--- src/rtl/mod_accumulate.sv ---
// fp16 accumulator: sums N_TERMS products through an align/add/normalize FSM.
// A term takes 4 cycles to be absorbed; out_Busy high for 3 of them, terms offered while busy are dropped.
module mod_accumulate #(
  parameter int N_TERMS = 8
) (
  input  logic        clk,
  input  logic        rst,
  input  logic [15:0] in_Value,
  input  logic        in_En,
  input  logic        in_Clear,
  output logic [15:0] out_Sum,
  output logic        out_Ready,
  output logic        out_Busy
);

  localparam int CW = $clog2(N_TERMS + 1);

  typedef enum logic [1:0] {IDLE, ALIGN, ADD, NORM} state_t;

  state_t        state;
  logic [15:0]   acc;
  logic [15:0]   opnd;
  logic [CW-1:0] cnt;
  logic          big_sgn;
  logic          sub_op;
  logic [4:0]    big_exp;
  logic [10:0]   big_man;
  logic [10:0]   sml_man;
  logic [11:0]   sum;

  // exponent-0 operands count as exact zero, so they never win the compare
  logic        a_zero, b_zero, a_big, l_zero, s_zero;
  logic [14:0] a_mag, b_mag;
  logic [15:0] l_op, s_op;
  logic [4:0]  exp_diff;
  logic [10:0] l_man, s_man;

  always_comb begin
    a_zero   = (acc[14:10] == 5'd0);
    b_zero   = (opnd[14:10] == 5'd0);
    a_mag    = a_zero ? 15'd0 : acc[14:0];
    b_mag    = b_zero ? 15'd0 : opnd[14:0];
    a_big    = (a_mag >= b_mag);
    l_op     = a_big ? acc : opnd;
    s_op     = a_big ? opnd : acc;
    l_zero   = a_big ? a_zero : b_zero;
    s_zero   = a_big ? b_zero : a_zero;
    exp_diff = l_op[14:10] - s_op[14:10];
    l_man    = l_zero ? 11'd0 : {1'b1, l_op[9:0]};
    s_man    = (s_zero || exp_diff >= 5'd11) ? 11'd0 : ({1'b1, s_op[9:0]} >> exp_diff);
  end

  function automatic logic [3:0] lzc11(input logic [10:0] m);
    logic [3:0] n;
    n = 4'd11;
    for (int i = 0; i < 11; i++) begin
      if (m[i]) n = 4'(10 - i);
    end
    return n;
  endfunction

  logic [3:0]        lz;
  logic signed [6:0] e_n;
  logic [10:0]       m_n;
  logic [15:0]       res;

  always_comb begin
    lz = lzc11(sum[10:0]);
    if (sum[11]) begin
      e_n = $signed({2'b00, big_exp}) + 7'sd1;
      m_n = sum[11:1];
    end else begin
      e_n = $signed({2'b00, big_exp}) - $signed({3'b000, lz});
      m_n = sum[10:0] << lz;
    end
    if (sum == 12'd0 || e_n < 7'sd1) res = 16'h0000;
    else if (e_n > 7'sd30)           res = {big_sgn, 15'h7BFF};
    else                             res = {big_sgn, e_n[4:0], m_n[9:0]};
  end

  assign out_Busy = (state != IDLE);

  always_ff @(posedge clk or posedge rst) begin
    if (rst) begin
      state     <= IDLE;
      acc       <= 16'h0000;
      opnd      <= 16'h0000;
      cnt       <= '0;
      big_sgn   <= 1'b0;
      sub_op    <= 1'b0;
      big_exp   <= 5'd0;
      big_man   <= 11'd0;
      sml_man   <= 11'd0;
      sum       <= 12'd0;
      out_Sum   <= 16'h0000;
      out_Ready <= 1'b0;
    end else begin
      out_Ready <= 1'b0;
      if (in_Clear) begin
        state <= IDLE;
        acc   <= 16'h0000;
        cnt   <= '0;
      end else begin
        case (state)
          IDLE: begin
            if (in_En) begin
              opnd  <= in_Value;
              state <= ALIGN;
            end
          end
          ALIGN: begin
            big_sgn <= l_op[15];
            sub_op  <= l_op[15] ^ s_op[15];
            big_exp <= l_op[14:10];
            big_man <= l_man;
            sml_man <= s_man;
            state   <= ADD;
          end
          ADD: begin
            sum   <= sub_op ? ({1'b0, big_man} - {1'b0, sml_man})
                            : ({1'b0, big_man} + {1'b0, sml_man});
            state <= NORM;
          end
          NORM: begin
            if (cnt == CW'(N_TERMS - 1)) begin
              out_Sum   <= res;
              out_Ready <= 1'b1;
              acc       <= 16'h0000;
              cnt       <= '0;
            end else begin
              acc <= res;
              cnt <= cnt + CW'(1);
            end
            state <= IDLE;
          end
          default: state <= IDLE;
        endcase
      end
    end
  end

endmodule
--- config.mk ---
export PLATFORM = sky130hd
export DESIGN_NAME = mod_accumulate
export DESIGN_NICKNAME = d
export VERILOG_FILES = /design/src/rtl/mod_accumulate.sv
export SDC_FILE = /design/constraint.sdc
export NUM_CORES = 1
export LEC_CHECK = 0
export ABC_AREA = 1
export CAP_MARGIN = 10
export CORE_ASPECT_RATIO = 0.8
export CORE_MARGIN = 10
export CORE_UTILIZATION = 30
export DETAILED_ROUTE_END_ITERATION = 8
export PLACE_DENSITY = 0.48
export SETUP_SLACK_MARGIN = 0.5
export SLEW_MARGIN = 10
export SYNTH_ARGS = -nofsm -noshare
export SYNTH_HDL_FRONTEND = slang
export SYNTH_SLANG_ARGS = --single-unit
--- constraint.sdc ---
create_clock -name clk -period 4.3 [get_ports clk]
set_input_delay 1.075 -clock clk [delete_from_list [all_inputs] [get_ports clk]]
set_output_delay 1.075 -clock clk [all_outputs]
set_load 0.02 [all_outputs]
==> flow_metrics.tcl <==
set metrics [dict create \
    status "completed" \
    synth_area_leader_cell "dfrtp_1" \
    async_flop_share 1.00 \
    cp.depth 23 \
    cts_root_buffer "clkbuf_16" \
    vdd_drop_max_mv 0.231 \
    routed_wl_um 20800 \
    wl_per_cell_um 15.7 \
    synth_mux_area_frac 0.00987 \
    synth_top_family_by_area "simple AND/OR/NAND/NOR gates" \
    drt-pass1-iter-count 5 \
    grt_pass1_wl_um 33500 \
    drive_gt1_frac 0.0723 \
    synth_common_cells "nand2_1 (290), inv_1 (119), nand3_1 (104), dfrtp_1 (96), o21ai_0 (74)" \
    track_usage 0.142 \
    cts_sinks 96 \
    fp.dieW_um 189 \
    worst-path-buf-inv 3 \
    placed_area_sq_mm 0.00757 \
    arrival_ns 3.78 \
    worst-setup-path-type "reg2reg" \
    grt_pass1_vias 6202 \
    startpoint "sum[1]" \
    fin_ws_ns 0.803 \
    cp-end-kind "flip-flop" \
    antenna_cells 0 \
    synth_compound_gate_area_share 0.128 \
    synth-simple-area-share 0.321 \
    vias_per_cell 4.84 \
    clkLatencyLatePin_ns 0.36 \
    netlist_instances 987 \
    dp_hpwl_um 16300 \
    synth_xor_area_frac 0.0230 \
    p_per_area_mw_per_mm2 728 \
    crit_path_top_delay_cell "fa_1" \
    dp_slack_ns 0.455 \
    clock_path_buffers 2 \
    hp-class "reg2reg" \
    worstReg2RegStart "sum[1]" \
    syn_to_final_growth_pct 16.3 \
    port_buffers 37 \
    max_slew.worst_pin.slew_ns 0.806 \
    ant_nets 0 \
    ctsHoldBuffers 0 \
    drv_slew 0 \
    die-area_sq_mm 0.0293 \
    relSlewSlack 0.457 \
    r2r_slack_ns 0.80 \
    synth-adder-area-share 0.0753 \
    yosys.area.top_type_share 0.351 \
    fin_crit_ns 3.50 \
    gp_congestion 0.871 \
    ys_top_cells_by_area "dfrtp_1 (35%), nand2_1 (16%), nand3_1 (7.6%), ha_1 (6.9%), inv_1 (6.5%)" \
    fin_nets 1079 \
    core-area_sq_mm 0.0224 \
    tns_ns 0 \
    grt_setup_unrepaired "no" \
    yosysWarnings 0 \
    synth_edf_count 0 \
    yosys.cell_count.top_type "nand2_1" \
    rows 49 \
    netlist_area_sq_mm 0.00685 \
    antenna_found_initial 0 \
    cp_max_fo 8 \
    htree_num_levels 3 \
    syn-num-nets 1047 \
    cts.clk_slew.worst_paths_ns 0.08 \
    cp-start-kind "flip-flop" \
    cp_top_family "simple AND/OR/NAND/NOR gates" \
    grt_overflow 0 \
    drc 0 \
    cts_buffers 9 \
    cp_cell_sequence "inv_1 > nand2_1 > nand2_1 > nand2_1 > nand2_1 > nand2_1 > nand2_1 > nand2_1 > nand2_1 > nand2_1 > ha_1 > fa_1 > inv_1 > nand2_1 > a21oi_2 > o32ai_2 > xor2_1 > nand4_1 > nand2_4 > inv_1 > o211ai_1 > nand3_1 > o21ai_1" \
    cp_common_cell "nand2_1" \
    maxCapViolCount 0 \
    avgSynthCellArea_sq_um 6.94 \
    period_share 0.813 \
    ys_ff_latch 96 \
    synthDistinctLibCells 44 \
    setup_violations 0 \
    r2r_end "acc[3]" \
    drtIter0Drc 472 \
    postLayoutCellArea_sq_mm 0.00796 \
    p_leak_nw 4.02 \
    hold_viol 0 \
    grt_max_degree 56 \
    worstPathRequired_ns 4.58 \
    r2r.worst_path.cells 23 \
    io_pins 38 \
    routed-via-count 6433 \
    ys_seq_area_frac 0.351 \
    synthFlopType "dfrtp_1" \
    finalClockSkew_ns 0.0146 \
    die_h_um 155 \
    fmax_mhz 286 \
    start_util 0.305 \
    cts_tree "yes" \
    hold_path_depth 2 \
    critPathCapture "acc[3]" \
    crit_path_max_incr_delay_ns 0.41 \
]
[cells by family (layout without fill, tap and decap cells)]
| logic type | count (synthesis) | after routing |
|---|---|---|
| adder cells (fa/ha/maj) | 40 | 40 |
| buffers and inverters | 160 | 197 |
| XOR/XNOR | 18 | 18 |
| AND/OR/NAND/NOR | 509 | 509 |
| AO/OA/AOI/OAI | 158 | 158 |
| multiplexers | 6 | 6 |
| flip-flops | 96 | 96 |
[report_power, final]
group | switching [mW] | total [mW] | internal [mW] | leakage [nW]
clock network | 0.413 | 0.825 | 0.412 | 0.143
registers | 0.271 | 1.40 | 1.13 | 1.23
logic | 2.35 | 3.57 | 1.22 | 2.65
[worst min-delay path, cell delays in order, from the launching register on]
cell and delay [ns]:
dfrtp_1 0.35, nand2_1 0.05, nand2_1 0.06
[state kept, by name, indices dropped and copies added, names as in the netlist]
name       flops
big_man       11
opnd          16
big_sgn        1
sum           12
out_Sum       16
cnt            4
acc           16
state          2
sub_op         1
sml_man       11
big_exp        5
out_Ready      1
[layout by cell type, fill, tap and decap left out, types with 2 or more instances in the layout]
cell	count
nor3_1	11
o21ai_0	74
fa_1	2
inv_8	2
dfrtp_1	96
nand3_1	103
nor3_2	2
nand3_2	3
xnor2_1	7
o31ai_1	2
clkdlybuf4s50_1	37
clkbuf_16	9
ha_1	37
nand2_2	8
a31oi_1	4
or2_2	2
inv_1	117
nand2_1	288
xor2_1	11
inv_6	2
nand3b_1	2
mux2_2	6
nor2_1	63
a21oi_1	41
o21ai_1	12
nand4_1	20
nand2_4	2
o22ai_1	7
buf_4	16
inv_2	6
o211ai_1	8
a21oi_4	2
[metrics by stage]
stage	std cells	hold WS, ns	utilization	power (mW)
2_1_floorplan	987	0.449	-	3.85
3_3_place_gp	1310	0.468	0.337	4.88
3_5_place_dp	1310	0.469	0.337	4.85
4_1_cts	1326	0.487	0.351	5.71
5_1_grt	1330	0.508	0.355	6.35
6_report	1330	0.484	0.355	5.80
[how the worst min path moves through the flow]
| stage | slack, ns | to | start |
|---|---|---|---|
| global route | 0.51 | out_Sum[9] | out_Sum[9] |
| floorplan | 0.45 | big_sgn | big_sgn |
| detailed placement | 0.47 | out_Sum[5] | out_Sum[5] |
| finish | 0.48 | big_sgn | big_sgn |
| global placement | 0.47 | out_Sum[9] | out_Sum[9] |
| CTS | 0.49 | out_Sum[2] | out_Sum[2] |
[metal layers]
| layer | GRT usage | wire [um] |
|---|---|---|
| met1 | 0.211 | 11000 |
| met5 | 0 | 0 |
| met4 | 0.0290 | 189 |
| met2 | 0.211 | 8890 |
| met3 | 0.0214 | 764 |
[layout make-up]
| type | count | area (sq um) |
|---|---|---|
| flip-flops and latches | 96 | 2400 |
| multi-input cells | 731 | 3870 |
| repair buffers | 56 | 537 |
| clock inverters | 7 | 72.6 |
| fillers | 2507 | 14500 |
| clock buffers | 9 | 225 |
| inverters | 125 | 472 |
| well taps | 306 | 383 |
[repair_timing]
action | CTS | global route
pin swaps | 0 | 5
endpoints found under the setup margin | 5 | 35
resized for setup | 1 | 14
setup buffers | 0 | 4
cloned | 0 | 0
Power figures use the tool's default switching activity.
